[src/rtl/uart_pkg.sv]
// Shared UART definitions: FSM state encoding, frame geometry and line constants,
// common to the transmitter and receiver.
package uart_pkg;

  typedef enum logic [1:0] {
    StIdle,
    StStart,
    StData,
    StStop
  } uart_state_e;

  localparam int unsigned UART_DATA_BITS            = 8;
  localparam int unsigned UART_CLKS_PER_BIT_DEFAULT = 5208;
  localparam logic        UART_IDLE_LEVEL           = 1'b1;

endpackage

[src/rtl/uart_bit_timer.sv]
// Bit-period divider: counts 0..CLKS_PER_BIT-1 and pulses tick_o on the terminal count.
module uart_bit_timer #(
  parameter int unsigned CLKS_PER_BIT = 16
) (
  input  logic clk_i,
  input  logic rst_ni,
  input  logic clear_i,
  output logic tick_o
);

  localparam int unsigned CntW = $clog2(CLKS_PER_BIT);
  localparam logic [CntW-1:0] LastCnt = CntW'(CLKS_PER_BIT - 1);

  logic [CntW-1:0] count_q, count_d;

  assign tick_o = (count_q == LastCnt);

  always_comb begin
    count_d = count_q + CntW'(1);
    if (clear_i || tick_o) begin
      count_d = '0;
    end
  end

  always_ff @(posedge clk_i or negedge rst_ni) begin
    if (!rst_ni) begin
      count_q <= '0;
    end else begin
      count_q <= count_d;
    end
  end

endmodule

[src/rtl/uart_transmitter.sv]
// 8N1 UART transmitter: accepts a byte while idle and shifts it out LSB first with
// registered line and status outputs.
module uart_transmitter
  import uart_pkg::*;
#(
  parameter int unsigned CLKS_PER_BIT = UART_CLKS_PER_BIT_DEFAULT
) (
  input  logic       sysclk,
  input  logic       reset,
  input  logic [7:0] TX_DATA,
  input  logic       TX_EN,
  output logic       TX_STATUS,
  output logic       UART_TXD
);

  uart_state_e state_q, state_d;
  logic [7:0]  shift_q, shift_d;
  logic [2:0]  idx_q, idx_d;
  logic        txd_q, txd_d;
  logic        status_q, status_d;
  logic        timer_clear;
  logic        tick;

  uart_bit_timer #(
    .CLKS_PER_BIT(CLKS_PER_BIT)
  ) u_bit_timer (
    .clk_i  (sysclk),
    .rst_ni (reset),
    .clear_i(timer_clear),
    .tick_o (tick)
  );

  always_comb begin
    state_d     = state_q;
    shift_d     = shift_q;
    idx_d       = idx_q;
    timer_clear = 1'b0;
    unique case (state_q)
      StIdle: begin
        // Timer held at zero so the start bit gets a full period after accept.
        timer_clear = 1'b1;
        if (TX_EN) begin
          shift_d = TX_DATA;
          idx_d   = '0;
          state_d = StStart;
        end
      end
      StStart: begin
        if (tick) begin
          idx_d   = '0;
          state_d = StData;
        end
      end
      StData: begin
        if (tick) begin
          shift_d = shift_q >> 1;
          idx_d   = idx_q + 3'd1;
          if (idx_q == 3'(UART_DATA_BITS - 1)) begin
            state_d = StStop;
          end
        end
      end
      StStop: begin
        if (tick) begin
          state_d = StIdle;
        end
      end
      default: state_d = StIdle;
    endcase
  end

  // Outputs derive from the current state, giving one cycle of accept-to-line latency.
  always_comb begin
    txd_d    = UART_IDLE_LEVEL;
    status_d = (state_q == StIdle);
    unique case (state_q)
      StStart: txd_d = 1'b0;
      StData:  txd_d = shift_q[0];
      default: txd_d = UART_IDLE_LEVEL;
    endcase
  end

  always_ff @(posedge sysclk or negedge reset) begin
    if (!reset) begin
      state_q  <= StIdle;
      shift_q  <= 8'h00;
      idx_q    <= '0;
      txd_q    <= UART_IDLE_LEVEL;
      status_q <= 1'b1;
    end else begin
      state_q  <= state_d;
      shift_q  <= shift_d;
      idx_q    <= idx_d;
      txd_q    <= txd_d;
      status_q <= status_d;
    end
  end

  assign UART_TXD  = txd_q;
  assign TX_STATUS = status_q;

endmodule

[config.mk]
export PLATFORM = sky130hd
export DESIGN_NAME = uart_transmitter
export DESIGN_NICKNAME = d
export VERILOG_FILES = /design/src/rtl/uart_pkg.sv /design/src/rtl/uart_bit_timer.sv /design/src/rtl/uart_transmitter.sv
export SDC_FILE = /design/constraint.sdc
export NUM_CORES = 1
export LEC_CHECK = 0
export CAP_MARGIN = 20
export CORE_ASPECT_RATIO = 1.1
export CORE_MARGIN = 1.5
export CORE_UTILIZATION = 55
export CTS_CLUSTER_SIZE = 14
export DETAILED_ROUTE_END_ITERATION = 16
export GPL_TIMING_DRIVEN = 0
export MAX_ROUTING_LAYER = met4
export PLACE_DENSITY = 0.83
export SETUP_SLACK_MARGIN = 0.4
export SLEW_MARGIN = 20
export SYNTH_ARGS = -nofsm -noshare
export SYNTH_HDL_FRONTEND = slang
export SYNTH_SLANG_ARGS = --single-unit
[constraint.sdc]
create_clock -name sysclk -period 3.7 [get_ports sysclk]
set_input_delay 0.74 -clock sysclk [delete_from_list [all_inputs] [get_ports sysclk]]
set_output_delay 0.74 -clock sysclk [all_outputs]
set_load 0.01 [all_outputs]
Word-level counts from Yosys, hierarchy flattened:

Cells that the tools add are included.

* flip-flop bits (word level): 28
* latch bits: 0
* RAM bits: 0
* bits in read-only memories: 0
* output and inout port bits: 2
* word-level logic and storage cells: 41
* memories kept: 0

* add/sub/neg operators: 2
* multipliers: 0
* div/mod/pow operators: 0
* $lt $le $gt $ge: 0
* eq/ne operators: 10
* shift-type cells: 0
* multiplexer cells: 16
* bitwise gates (word level): 0
* reduce and logical (&&, ||, !) cells: 7

Operator list (count)
* two-way mux 8 bit: 2
* case mux 8 bit (2 select lines): 1
* adder 13 x 1 -> 13 bit (second input constant): 1
* == test 13 bit (second input constant): 1
* two-way mux 13 bit: 1
* two-way mux 2 bit: 5
* two-way mux 3 bit: 3
* case mux 3 bit (3 select lines): 1
* case mux 2 bit (4 select lines): 1
* inequality test 2 x 1 -> 1 bit (second input constant): 3
* AND reduction 5 bit: 1
* == test 2 bit (second input constant): 2
* inequality test 2 bit (second input constant): 2
* AND reduction 4 bit: 1
* adder 3 x 1 -> 3 bit (second input constant): 1
* == test 3 bit (second input constant): 1
* AND reduction 3 bit: 1
* nonzero test 3 bit: 1
* == test 2 x 1 -> 1 bit (second input constant): 1
* logical NOT 2 bit: 1
* case mux 1 bit (2 select lines): 1
* nonzero test 2 bit: 1
* logical OR 1 bit: 1
* two-way mux 1 bit: 1

Depth between registers and ports, before layout:

Gate-level depths: netlist of run 1.

* word-level depth: 4
* depth in mapped cells: 7
* gate-level depth less buffers: 5

Hierarchy:

Synthesis of run 1 repeated with hierarchy kept, for this count alone.

* cell total of the unflattened synthesis: 130
* area total of the unflattened synthesis: 1580.3 sq um

By module, submodules not included
* uart_transmitter: instances 1, cells each 62, area an instance 885.8 sq um, sequential area each 377.9 sq um
* uart_bit_timer: instances 1, cells each 68, area an instance 694.4 sq um, sequential area each 325.3 sq um

Worst setup path after synthesis of run 1:

No wires, ideal clock.

* path kind: reg2reg
* start: register state_q[0]
* end: register state_q[1]
* arrival time: 1.782 ns
* required time: 3.575 ns
* slack: 1.793 ns
* cell stages (with the launch flop): 7
* buffers on the path: 1
* period minus slack after synthesis: 1.907 ns
* path through: dfrtp_1 inv_1 ha_1 buf_6 or3_1 a221oi_2 mux2_2

* longest elaborated chain between the ends: 3

Ends and longest elaborated chain
* start, declared: line uart_transmitter.sv:16 `uart_state_e state_q, state_d;`
* start signal, assigned: line uart_transmitter.sv:85 `state_q <= StIdle;`
* start signal, assigned: line uart_transmitter.sv:91 `state_q <= state_d;`
* == test 2 bit, or another cell as far along: line uart_transmitter.sv:38 `unique case (state_q)`
* inequality test 2 x 1 -> 1 bit (no line) / inequality test 2 bit (equally long branches)
* AND reduction 5 bit (no line)

Several ways; a longest one is shown, not always the timed one.
A chain may end at the register's enable or synchronous reset.

Worst setup path in the final report of run 1:

* start: register txd_q, in the netlist UART_TXD
* end: output UART_TXD

RTL lines
* start, declared: line uart_transmitter.sv:19 `logic txd_q, txd_d;`
* start signal, assigned: line uart_transmitter.sv:94 `txd_q <= txd_d;`
* end, declared: line uart_transmitter.sv:13 `output logic UART_TXD`

No word-level cell between the ends.

==> metrics.md, run 1 <==
| Metric | Value |
|---|---|
| Critical Path Source Type | `flop` |
| Gate count of the mapped netlist | `about 130` |
| GRT overflow | `0` |
| Max Cap Viol | `0` |
| Die ar. | `0.00308 mm^2` |
| Global routing met2 resource utilization | `32.3%` |
| Status | `complete, no violations` |
| Initial Util | `59.1%` |
| Worst-path clk slew | `0.14 ns` |
| Seq/Total Area, Yosys | `46.3%` |
| Initial antenna violation count | `0` |
| Met1 usage | `23.9%` |
| CTS max path bufs | `2` |
| Critical-path cell list | `clkdlybuf4s50_1` |
| GP Congestion | `just under 0.8` |
| Clk Latency, worst-skew pair | `0.32 ns` |
| Fin cells | `approximately 170` |
| CP top delay family | `flip-flops` |
| IO Count | `13` |
| Fmax | `about 460 MHz` |
| Power per cell area | `285 mW/mm^2` |
| Syn nets | `146` |
| Most common cell after layout, fill and taps aside | `dfrtp_1` |
| Top FF cell, synth | `dfrtp_1` |
| Avg WL per Cell | `about 14 um` |
| Routed Antenna Nets | `0` |
| DR iter-0 viols | `15` |
| GRT busiest layer | `met2` |
| Worst Clk Skew | `0.00301 ns` |
| Slowest-stage cell, CP | `dfstp_2` |
| P_leak | `0.000797 uW` |
| Area delta synth->final | `12.5%` |
| CTS root buf | `clkbuf_4` |
| Via density per instance | `5.53` |
| Flip-flop and latch count after synthesis | `28` |
| Worst Path Class, Setup | `flop to primary output` |
| Final wirelength | `2520 um` |
| Number of max-slew violations in the final report | `0` |
| Crit path largest cell delay | `0.55 ns` |
| Largest net degree at the start of global routing | `29` |
| Final setup fails | `0` |
| DRC viols | `0` |
| Tot GR Track Use | `19.8%` |
| Resized cells post-CTS | `0` |
| Routed via count | `roughly 960` |
| RSZ-0062 raised after global routing | `false` |
| Vias in the first global route | `just over 1000` |
| Clock Sinks | `28` |
| Placeable Area | `0.00257 mm^2` |
| Worst Tran Pin Value | `0.605 ns` |
| Tcrit/Tclk final | `58.3%` |
| # hold bufs at CTS | `0` |
| Diode count | `0` |
| Number of flops mapped to enable cells by yosys | `0` |
| Async SR Flop Fraction | `100%` |
| Layout Nets | `163` |
| Initial DRT Pass Iterations | `4` |
| Post-synth cell types | `34` |
| Fin crit period | `roughly 2.2 ns` |
| CP endpoint kind | `primary output` |
| Met3 Usage GRT | `2.06%` |
| CP Data Required Time | `2.96 ns` |
| Most frequent cells in the layout | `26 x dfrtp_1, 16 x nor2_1, 11 x clkdlybuf4s50_1` |
| Setup TNS | `0 ns` |
| HPWL after DPL | `1840 um` |
| Syn_area_per_cell | `12.0 um^2` |
| Share of cells above drive strength 1 | `roughly 22%` |
| TritonCTS clock tree | `yes` |
| Slew margin rel. | `approximately three fifths` |
| Cts bufs inserted | `3` |
| H-tree depth | `1` |
| Die height | `around 58 um` |
| Mapped Area | `between 0.0015 and 0.002 mm^2` |
| Post-CTS Setup Bufs | `0` |
| First-pass GRT wire length | `approximately 4400 um` |
| Die W | `53.1 um` |
| CP max FO | `1` |
| Crit path arrival time | `between 1 and 1.5 ns` |
| Yosys warnings | `0` |
| Fillers | `slightly below 200` |
| Rows | `19` |
| Final Hold Viols | `0` |
| WP buf/inv | `1` |
| Worst vdd ir | `0.000236 V` |
| # port buffers | `12` |
| Hold/Removal Path Class | `input pin to async pin` |
| Placed Instances | `170` |
power by group:
group	switching, uW	leakage [uW]	internal [uW]
registers	2.31	0.000335	311
logic	9.29	0.000441	16.3
clock network	87.7	0.0000210	60.2
kinds of logic (layout without fill, tap and decap cells):
kind of cell	after synthesis	count (layout)	synth area share, %
flops	28	28	46.3
xor+xnor	9	9	5.19
simple gates	44	44	18.2
compound gates	6	6	3.38
fa+ha+maj	8	8	6.60
mux	20	20	15.8
buf+inv	12	28	4.45
cells in the mapped netlist (2+ instances only):
cell,number,share of area (%)
mux2_2,8,5.9
a21oi_1,2,0.66
and4_1,2,1.2
and3_1,3,1.2
nand2_1,5,1.2
inv_1,7,1.7
mux2i_1,6,4.0
xor2_1,7,4.0
ha_1,8,6.6
dfstp_2,2,3.5
nor4b_4,2,3.1
dfrtp_1,26,43
xnor2_1,2,1.2
nand3_1,3,0.99
nand4_1,2,0.82
nor2_1,16,4.0
clkbuf_1,2,0.49
buf_6,3,2.2
mux2_4,6,5.9
layout make-up:
class                      instances  area [um^2]  share of cell area [%]
multi-input combinational         87          747                    43.7
sequential                        28          703                    41.2
timing repair buffer              12          115                    6.74
buffer                             5         41.3                    2.42
tap                               31         38.8                    2.27
clock buffer                       4         36.3                    2.12
inverter                           7         26.3                    1.54
worst paths after layout:
kind | startpoint | end | slack [ns] | cells after the start
worst max-delay path | UART_TXD | UART_TXD | 1.54 | 1
worst max register to register | state_q[0] | idx_q[0] | 1.64 | 6
worst min register to register | u_bit_timer.count_q[0] | u_bit_timer.count_q[0] | 0.49 | 1
worst min-delay path | reset | u_bit_timer.count_q[7] | 0.40 | 1
min in group sysclk | u_bit_timer.count_q[0] | u_bit_timer.count_q[0] | 0.49 | 1
max in group asynchronous | reset | shift_q[3] | 2.91 | 1
metal layers:
metal	share of wire, %	wire length (um)
met1	44	1120
met2	51	1290
met3	2.1	52
met4	2.2	56
met5	0	0
stage by stage:
step,total power (uW),area [um^2],setup slack [ns],hold slack [ns],util (%)
2_1_floorplan,327,1520,1.79,0.444,-
3_3_place_gp,344,1680,1.41,0.456,65.3
3_5_place_dp,345,1670,1.41,0.473,65.1
4_1_cts,492,1710,1.53,0.415,66.5
5_1_grt,506,1710,1.50,0.437,66.5
6_report,486,1710,1.54,0.399,66.5
state kept, by name, summed over array words and instances (netlist names):
signal / cells
shift_q: 8
UART_TXD: 1
u_bit_timer.count_q: 13
TX_STATUS: 1
state_q: 2
idx_q: 3
No activity file was read; power rests on OpenSTA's default activity.
==> run 2, diff against run 1 <==
Clock period 3.7 ns to 2.3 ns, I/O delays scaled along.
==> metrics.md, run 2 (synthesis results as in run 1) <==
| Metric | Value |
|---|---|
| Slew margin rel. | `between 50% and 60%` |
| Worst Tran Pin Value | `0.630 ns` |
| Reg power frac | `~64%` |
| Share of cells above drive strength 1 | `34.8%` |
| Fin crit period | `~1.9 ns` |
| Critical Path Source Type | `flop` |
| RSZ-0062 raised after global routing | `true` |
| Routed via count | `1047` |
| Power per cell area | `between 400 and 500 mW/mm^2` |
| Tcrit/Tclk final | `approximately 82%` |
| Largest net degree at the start of global routing | `29` |
| Sw Ratio | `about a fifth` |
| First-pass GRT wire length | `between 4000 and 5000 um` |
| GRT overflow | `0` |
| Most frequent cells in the layout | `22 x dfrtp_1, 16 x nor2_1, 12 x buf_4` |
| Hold/Removal Path Class | `input pin to async pin` |
| Worst Clk Skew | `0.0112 ns` |
| Die W | `53.1 um` |
| TritonCTS clock tree | `yes` |
| Path depth of the worst reg2reg path | `5` |
| H-tree depth | `1` |
| Clock Sinks | `28` |
| Critical-path cell list | `buf_4, ha_1, or3_4, a221oi_4, mux2_4` |
| Most common cell after layout, fill and taps aside | `dfrtp_1` |
| Fillers | `182` |
| Vias in the first global route | `1064` |
| Worst vdd ir | `~0.00039 V` |
| Status | `complete, no violations` |
| P_leak | `0.000890 uW` |
| Die height | `58.1 um` |
| CP top delay family | `flip-flops` |
| DRC viols | `0` |
| Fmax | `528 MHz` |
| Layout Nets | `175` |
| Initial DRT Pass Iterations | `4` |
| Rows | `19` |
| Placeable Area | `0.00257 mm^2` |
| Die ar. | `~0.0031 mm^2` |
| Tot GR Track Use | `21.0%` |
| # port buffers | `12` |
| P_int | `~620 uW` |
| Number of max-slew violations in the final report | `0` |
| CP endpoint kind | `flop` |
| HPWL after DPL | `~1900 um` |
| Setup TNS | `0 ns` |
| DR iter-0 viols | `20` |
| WP buf/inv | `1` |
| CTS max path bufs | `2` |
| Slowest-stage cell, CP | `dfrtp_1` |
| Final wirelength | `3090 um` |
| Initial antenna violation count | `0` |
| GP Congestion | `0.782` |
| Initial Util | `59.1%` |
| Post-DP Area | `0.00167 mm^2` |
| Avg WL per Cell | `16.6 um` |
| Final setup fails | `0` |
| Crit path arrival time | `2.13 ns` |
| Worst-path clk slew | `0.15 ns` |
| Via density per instance | `5.63` |
| Overall power | `~790 uW` |
| Max reg flops | `13` |
| Max Cap Viol | `0` |
| Final Hold Viols | `0` |
| Cts bufs inserted | `3` |
| Largest registers | `u_bit_timer.count_q (13), shift_q (8), idx_q (3)` |
| Gate power share | `5.4%` |
| Finished Cell Area | `0.00186 mm^2` |
| Worst Path Class, Setup | `flop to flop` |
| Switch Pwr | `roughly 160 uW` |
| Clk pwr share | `30.6%` |
| Top reg by flops | `u_bit_timer.count_q` |
| Crit path largest cell delay | `0.42 ns` |
| CTS root buf | `clkbuf_4` |
| Area delta synth->final | `22.5%` |
| Final core utilization | `72.4%` |
| CP max FO | `2` |
| Hold Slack | `0.114 ns` |
| Diode count | `0` |
| WP depth | `5` |
| Clk Latency, worst-skew pair | `0.34 ns` |
| CP Data Required Time | `around 2.5 ns` |
| IO Count | `13` |
| Routed Antenna Nets | `0` |
-- run 2: changes by cell type in the layout (fill, tap and decap cells not counted), sizes merged --
cell	previous run	this run
clkdlybuf4s50	11	9
dlymetal6s2s	0	2
buf	4	16
-- run 2: path summary, 6_finish.rpt --
kind                            start                      to  slack (ns)
max                        state_q[0]              state_q[1]        0.40
min                             reset                idx_q[0]        0.11
max reg2reg                state_q[0]              state_q[1]        0.40
min reg2reg                shift_q[0]                UART_TXD        0.50
max in group asynchronous       reset  u_bit_timer.count_q[5]        1.73
min in group sysclk        shift_q[0]                UART_TXD        0.50
-- run 2: timing repair --
item / CTS / global route
endpoints found under the setup margin: 17 / 18
hold buffers: 0 / 0
resized for setup: 9 / 9
pin swaps: 1 / 4
buffers inserted: 4 / 8
-- run 2: cell type report --
cell class	instances	area [um^2]	area share, %
clock buffers	4	36.3	1.95
well taps	31	38.8	2.09
inverters	7	26.3	1.41
plain buffers	5	41.3	2.22
repair buffers	24	210	11.3
multi-input cells	87	798	42.9
flip-flops and latches	28	708	38.1
-- run 2: stage by stage --
step | instances | setup WS (ns)
after floorplan | 127 | 0.410
after global placement | 170 | 0.295
after detailed placement | 170 | 0.251
after CTS | 178 | 0.405
after global routing | 186 | 0.374
final | 186 | 0.405
-- run 2: worst register-to-register path, cell delays in order, from the launching register on --
cell	delay, ns
dfrtp_1	0.42
buf_4	0.15
ha_1	0.21
or3_4	0.42
a221oi_4	0.28
mux2_4	0.32
-- run 2: layer usage --
metal / part of all wire (%) / up-vias / track usage (%)
met1: 43 / 530 / 23.7
met2: 52 / 18 / 36.1
li1: - / 492 / -
met5: 0 / - / -
met3: 3.8 / 7 / 5.67
met4: 1.4 / 0 / 6.23
-- run 2: power by group through the flow --
stage / combinational [uW] / clock (uW) / sequential, uW
after floorplan: 15.2 / 0 / 511
after global placement: 41.4 / 0 / 512
after detailed placement: 42.3 / 0 / 512
after CTS: 42.6 / 245 / 503
after global routing: 46.4 / 275 / 505
final: 42.5 / 241 / 504
